==> config.mk <==
export PLATFORM = sky130hd
export DESIGN_NAME = sumador_restador_serie
export DESIGN_NICKNAME = d
export VERILOG_FILES = /design/src/rtl/sumador_pkg.sv /design/src/rtl/sumador_digito.sv /design/src/rtl/sumador_restador_serie.sv
export SDC_FILE = /design/constraint.sdc
export NUM_CORES = 1
export LEC_CHECK = 0
export ABC_AREA = 1
export CAP_MARGIN = 10
export CORE_UTILIZATION = 48
export CTS_BUF_LIST = sky130_fd_sc_hd__clkbuf_4
export DETAILED_ROUTE_END_ITERATION = 12
export PLACE_DENSITY = 0.78
export SYNTH_ARGS = -nofsm -noshare
export SYNTH_HDL_FRONTEND = slang
export SYNTH_SLANG_ARGS = --single-unit
==> constraint.sdc <==
create_clock -name clk -period 2.92 [get_ports clk]
set_input_delay 0.584 -clock clk [delete_from_list [all_inputs] [get_ports clk]]
set_output_delay 0.584 -clock clk [all_outputs]
set_load 0.02 [all_outputs]
==> src/rtl/sumador_pkg.sv <==
// Shared types and helpers for the digit-serial adder-subtractor.
// Holds the FSM state type, op encoding and the counter width helper.
package sumador_pkg;

  typedef enum logic [1:0] {
    IDLE = 2'd0,
    BUSY = 2'd1,
    DONE = 2'd2
  } state_t;

  localparam logic OP_ADD = 1'b0;
  localparam logic OP_SUB = 1'b1;

  function automatic int cnt_w(
    input int width,
    input int digit
  );
    int n;
    n = width / digit;
    if (n <= 1) return 1;
    return $clog2(n);
  endfunction

endpackage

==> src/rtl/sumador_digito.sv <==
// One DIGIT-bit ripple slice of the serial adder-subtractor.
// Also exposes the carry into its MSB so the top can derive overflow.
module sumador_digito #(
  parameter int DIGIT = 4
) (
  input  logic [DIGIT-1:0] a,
  input  logic [DIGIT-1:0] b,
  input  logic             ci,
  output logic [DIGIT-1:0] s,
  output logic             co,
  output logic             cmsb
);

  logic c;

  // Ripple through the slice, remembering the carry entering the top bit
  always_comb begin
    s    = '0;
    c    = ci;
    cmsb = ci;
    for (int i = 0; i < DIGIT; i++) begin
      if (i == DIGIT - 1) cmsb = c;
      s[i] = a[i] ^ b[i] ^ c;
      c    = (a[i] & b[i]) | (c & (a[i] ^ b[i]));
    end
    co = c;
  end

endmodule

==> src/rtl/sumador_restador_serie.sv <==
// Digit-serial signed/unsigned adder-subtractor with valid/ready on both sides.
// Optional SUMRES_SAT_EN clamps an overflowing result to the signed limit.
module sumador_restador_serie
  import sumador_pkg::*;
#(
  parameter int WIDTH = 16,
  parameter int DIGIT = 4
) (
  input  logic             clk,
  input  logic             rst_n,
  input  logic             in_valid,
  output logic             in_ready,
  input  logic [WIDTH-1:0] a,
  input  logic [WIDTH-1:0] b,
  input  logic             cin,
  input  logic             sub,
  output logic             out_valid,
  input  logic             out_ready,
  output logic [WIDTH-1:0] s,
  output logic             cout,
  output logic             ovf,
  output logic             zero,
  output logic             neg
);

  localparam int N  = WIDTH / DIGIT;
  localparam int CW = cnt_w(WIDTH, DIGIT);
  localparam logic [CW-1:0] LAST = CW'(N - 1);

  if (WIDTH < 2 || DIGIT < 1 || DIGIT > WIDTH
      || (WIDTH % DIGIT) != 0) begin : g_bad_cfg
    $error("sumador_restador_serie: bad WIDTH/DIGIT");
  end

  state_t state_q, state_d;

  logic [WIDTH-1:0] a_q, b_q, s_q;
  logic [WIDTH-1:0] s_nxt, s_fin;
  logic             c_q;
  logic [CW-1:0]    cnt_q;
  logic             cout_q, ovf_q, zero_q, neg_q;

  logic [DIGIT-1:0] da, db, ds;
  logic             dco, dcm;
  logic             acc, busy, last, ovf_fin;

  assign acc  = (state_q == IDLE) && in_valid;
  assign busy = (state_q == BUSY);
  assign last = (cnt_q == LAST);

  assign da = a_q[cnt_q*DIGIT +: DIGIT];
  assign db = b_q[cnt_q*DIGIT +: DIGIT];

  sumador_digito #(
    .DIGIT(DIGIT)
  ) u_dig (
    .a    (da),
    .b    (db),
    .ci   (c_q),
    .s    (ds),
    .co   (dco),
    .cmsb (dcm)
  );

  // Merge the current digit into the result and form the final value
  always_comb begin
    s_nxt = s_q;
    s_nxt[cnt_q*DIGIT +: DIGIT] = ds;
    ovf_fin = dco ^ dcm;
    s_fin = s_nxt;
`ifdef SUMRES_SAT_EN
    if (ovf_fin) begin
      s_fin = a_q[WIDTH-1] ? {1'b1, {(WIDTH-1){1'b0}}}
                           : {1'b0, {(WIDTH-1){1'b1}}};
    end
`endif
  end

  // State register
  always_ff @(posedge clk or negedge rst_n) begin
    if (!rst_n) state_q <= IDLE;
    else        state_q <= state_d;
  end

  // Next-state logic
  always_comb begin
    state_d = state_q;
    unique case (state_q)
      IDLE:    if (in_valid) state_d = BUSY;
      BUSY:    if (last) state_d = DONE;
      DONE:    if (out_ready) state_d = IDLE;
      default: state_d = IDLE;
    endcase
  end

  // Operand latch, serial datapath and result/flag registers
  always_ff @(posedge clk or negedge rst_n) begin
    if (!rst_n) begin
      a_q    <= '0;
      b_q    <= '0;
      s_q    <= '0;
      c_q    <= 1'b0;
      cnt_q  <= '0;
      cout_q <= 1'b0;
      ovf_q  <= 1'b0;
      zero_q <= 1'b0;
      neg_q  <= 1'b0;
    end else begin
      if (acc) begin
        a_q   <= a;
        b_q   <= (sub == OP_SUB) ? ~b : b;
        c_q   <= (sub == OP_SUB) ? ~cin : cin;
        cnt_q <= '0;
      end
      if (busy) begin
        s_q <= s_nxt;
        c_q <= dco;
        if (!last) begin
          cnt_q <= cnt_q + 1'b1;
        end else begin
          s_q    <= s_fin;
          cout_q <= dco;
          ovf_q  <= ovf_fin;
          zero_q <= (s_fin == '0);
          neg_q  <= s_fin[WIDTH-1];
        end
      end
    end
  end

  assign in_ready  = (state_q == IDLE);
  assign out_valid = (state_q == DONE);
  assign s         = s_q;
  assign cout      = cout_q;
  assign ovf       = ovf_q;
  assign zero      = zero_q;
  assign neg       = neg_q;

endmodule

==> results.txt <==
The final-report setup violation count came out at 2. The class of the tightest hold or removal check is input port to async pin. STA classifies the critical path startpoint as a register. The total instance count after detailed placement is 501. The total count of hold-check failures in the final report came to 0. The post-route worst setup slack came out at -0.140 ns. The fraction of met1 tracks used by global routing came out at 30.3%. The analysis attributes to cell leakage a power of 1.82 nW. Across the VDD grid, the largest voltage drop is 0.000571 V. The share of Yosys cell area claimed by the top area cell type came out at 47.2%. Counting both buffers and inverters, the worst setup path holds a total of 4.

The top fanout value on the critical path is 7. The number of nets in the synthesized netlist is 417. Power spread over the standard cell area amounts to 1240 mW/mm^2. The count of buffers from port buffering came out at 59. After synthesis, the share of flip-flops with an asynchronous set or reset is 100%. For met2 alone, demand over resource in global routing was 39.1%. The maximum buffer depth of the clock tree is 2.

The number of antenna violations at the first check in global routing came to 0. The total number of vias is 2,632. The count of nets left with antenna violations once routing finished came out at 0. The number of warnings reported in the yosys synthesis log is 0. TritonCTS built the clock tree. The repair_antennas step left the layout with diodes totalling 0. The total overflow left after global routing is 0. The synthesized design contains 57 register bits. The synthesized instance count is 369. The flow ran to the end, but the final reports show violations.

The number of nets in the layout came out at 486. The area enclosed by the die boundary came out at 0.00662 sq mm. Grouping stages by cell kind, the critical path spends the most delay in adder cells.

Entering global routing, the biggest net connects 37 pins. Across every metal layer, demand over resource in global routing totals 23.8%. The power consumption is 4.85 mW. The cell with the largest stage delay on the worst path is fa_1.

The average wire per cell in the routed design came out at 13.2 um. Of all cell types, the one taking the most synthesized area is dfrtp_1. Clock tree synthesis found a total of 57 sinks. The peak per-stage delay on the critical path came out at 0.54 ns. The time the final worst path needs with I/O delays and setup is 3.06 ns. The worst hold slack after final layout is 0.213 ns.

The total I/O pin count is 60. The number of remaining DRC errors came out at 0. Yosys attributes the largest share of cell area to dfrtp_1 47%, nand2_1 17%, xnor2_1 4.9%, o21ai_0 4.8%, nor2_1 3.4%.

The count of pins over their slew limit is 0. After clock tree synthesis, the clock-pin slew on the worst setup and hold paths is 0.09 ns. Yosys mapped a number of flops with a built-in enable equal to 0. The wire length of the first global-routing pass is 11,700 um.

The remaining max-slew budget at the tightest pin is 56.0%. The type of the worst setup path is register to register. Global routing consumed, on the met3 layer, 4.83% of the routing resources. The transition time of the tightest slew-check pin is 0.661 ns.

STA puts the critical path data arrival time at 3.40 ns. The busiest metal layer after global routing is met2. The number of standard cells in the layout, taps in and fillers out is 517. The clock insertion delay at the later pin of the skew report came out at 0.40 ns.

The area added between synthesis and finish is 29.7%. The core utilization of the finished layout is 65.5%. The tree is rooted in a clkbuf_4. The number of hold buffers added after CTS was 0.

The final reports fail on negative setup slack. The H-tree depth reported by CTS is 3. Derived from the worst setup path, the maximum achievable clock frequency is 327 MHz.

The via count of the first global-routing pass came out at 2,534. The total half-perimeter wirelength after legalization and detailed placement came out at 5120 um. The post-placement worst setup slack came out at -0.116 ns. The fraction of final layout cells with drive strength greater than 1 came out at 12.2%. The number of buffers added by the clock tree synthesis step came out at 9. Measured along the y axis, the die boundary spans 81.4 um. After the first detailed-routing iteration, the DRC count stood at 190. In this run the standard cell core region covers 0.00599 sq mm. On the final layout, the worst clock skew is 0.0118 ns. Walking the worst path, the cells encountered are buf_12 -> clkinv_8 -> nand2_4 -> a32o_2 -> fa_2 -> inv_2 -> fa_2 -> inv_2 -> fa_2 -> fa_1 -> nor2_2 -> nand3_2 -> nand2_1 -> nor2_1 -> nand2_1 -> nor2_1 -> nand3_1 -> nand2_1. The dominant cell by count in the synthesized netlist is nand2_1. Setup repair after global routing could not meet its margin everywhere. The ratio of final minimum period to clock period came out at 105%. The data required time at the worst endpoint came out at 3.26 ns. The initialized floorplan defines 28 standard-cell rows. Sequential cells were found to cover 47.2% of the synthesized design area. Among all flip-flop cells after synthesis, the most frequent one is dfrtp_1.

The weighted congestion at the end of routability-driven global placement is 0.917. The total detailed-routing wirelength came out at 6800 um. The horizontal extent of the die is 81.4 um. The commonest cells after synthesis are 134 x nand2_1, 57 x dfrtp_1, 29 x o21ai_0. Measured in cells, the most critical reg-to-reg path has a length of 18.

The count of cell types in the netlist is 30. Once the floorplan was initialized, standard cells occupied 50.5% of the core. The number of detailed-routing iterations run before antenna repair is 4. The average instance area after synthesis came out at 8.20 sq um. The critical path runs through a total of 18 cells. The via count normalized by instance count came out at 5.09. The post-synthesis instance area is 0.00302 sq mm. The number of violations of the max-capacitance limit came out at 0.

STA classifies the critical path endpoint as a register.
==> kinds of logic after synthesis <==
| logic type | after synthesis | synth area share, % |
|---|---|---|
| and+or+nand+nor | 181 | 23.7 |
| AOI/OAI and AO/OA | 61 | 11.9 |
| DFF | 57 | 47.2 |
| buffers and inverters | 41 | 6.58 |
| xor gates and xnor gates | 18 | 5.21 |
| adders and majority gates | 10 | 5.13 |
| muxes | 1 | 0.331 |
==> area by class of cell <==
| class | count | area [sq um] |
|---|---|---|
| fillers | 522 | 2070 |
| clock buffers | 9 | 67.6 |
| multi-input cells | 271 | 1460 |
| clock inverters | 6 | 50.0 |
| inverters | 25 | 106 |
| well taps | 75 | 93.8 |
| repair buffers | 74 | 723 |
| flip-flops and latches | 57 | 1430 |
==> registers in the layout (all words and copies together) (netlist names) <==
signal and cells:
a_q 16, b_q 16, c_q 1, cnt_q 2
cout 1, neg 1, ovf 1, s 16
state_q 2, zero 1
==> path summary, 6_finish.rpt <==
| path | to | from | slack (ns) |
|---|---|---|---|
| hold reg to reg | a_q[3] | a_q[3] | 0.49 |
| setup reg to reg | zero | cnt_q[0] | -0.14 |
| min in group clk | a_q[3] | a_q[3] | 0.49 |
| max in group asynchronous | b_q[4] | rst_n | 2.11 |
| hold / removal | a_q[13] | rst_n | 0.21 |
| setup / recovery | zero | cnt_q[0] | -0.14 |
==> layer usage <==
| layer | vias to the layer above | share of wire, % |
|---|---|---|
| li1 | 1326 | - |
| met5 | - | 0 |
| met4 | 0 | 1.5 |
| met2 | 79 | 50 |
| met3 | 10 | 4.5 |
| met1 | 1217 | 44 |
==> metrics by stage <==
step	instance area [sq um]	setup TNS [ns]
floorplan	3060	-0.274
global placement	3750	-0.0595
detailed placement	3750	-0.116
CTS	3880	-0.103
global route	3920	-0.883
finish	3920	-0.262
==> worst register-to-register path: cells and delay by family (launching register included) <==
family | cells | cell delay (ns)
DFF | 1 | 0.40
adders and majority gates | 4 | 1.43
buffers and inverters | 4 | 0.30
AOI/OAI and AO/OA | 1 | 0.25
and+or+nand+nor | 9 | 0.63
==> repair_timing <==
item / 4_1_cts / 5_1_grt
pin swaps: 0 / 3
endpoints found under the setup margin: 3 / 6
buffers inserted: 1 / 1
gates resized for setup: 2 / 11
==> where the power goes <==
part | internal, mW | switching [mW]
registers | 1.16 | 0.247
logic | 1.20 | 1.71
clock network | 0.244 | 0.283
==> placed cells by master, fill, tap and decap left out, drive strengths merged, types with 9 or more instances in the layout <==
cell           instances
buf                   16
a31oi                  9
clkbuf                 9
clkdlybuf4s50         58
dfrtp                 57
nand2                137
nor2                  29
xnor2                 17
o21ai                 32
inv                   23
nand3                 14
(Power assumes the default switching activity.)
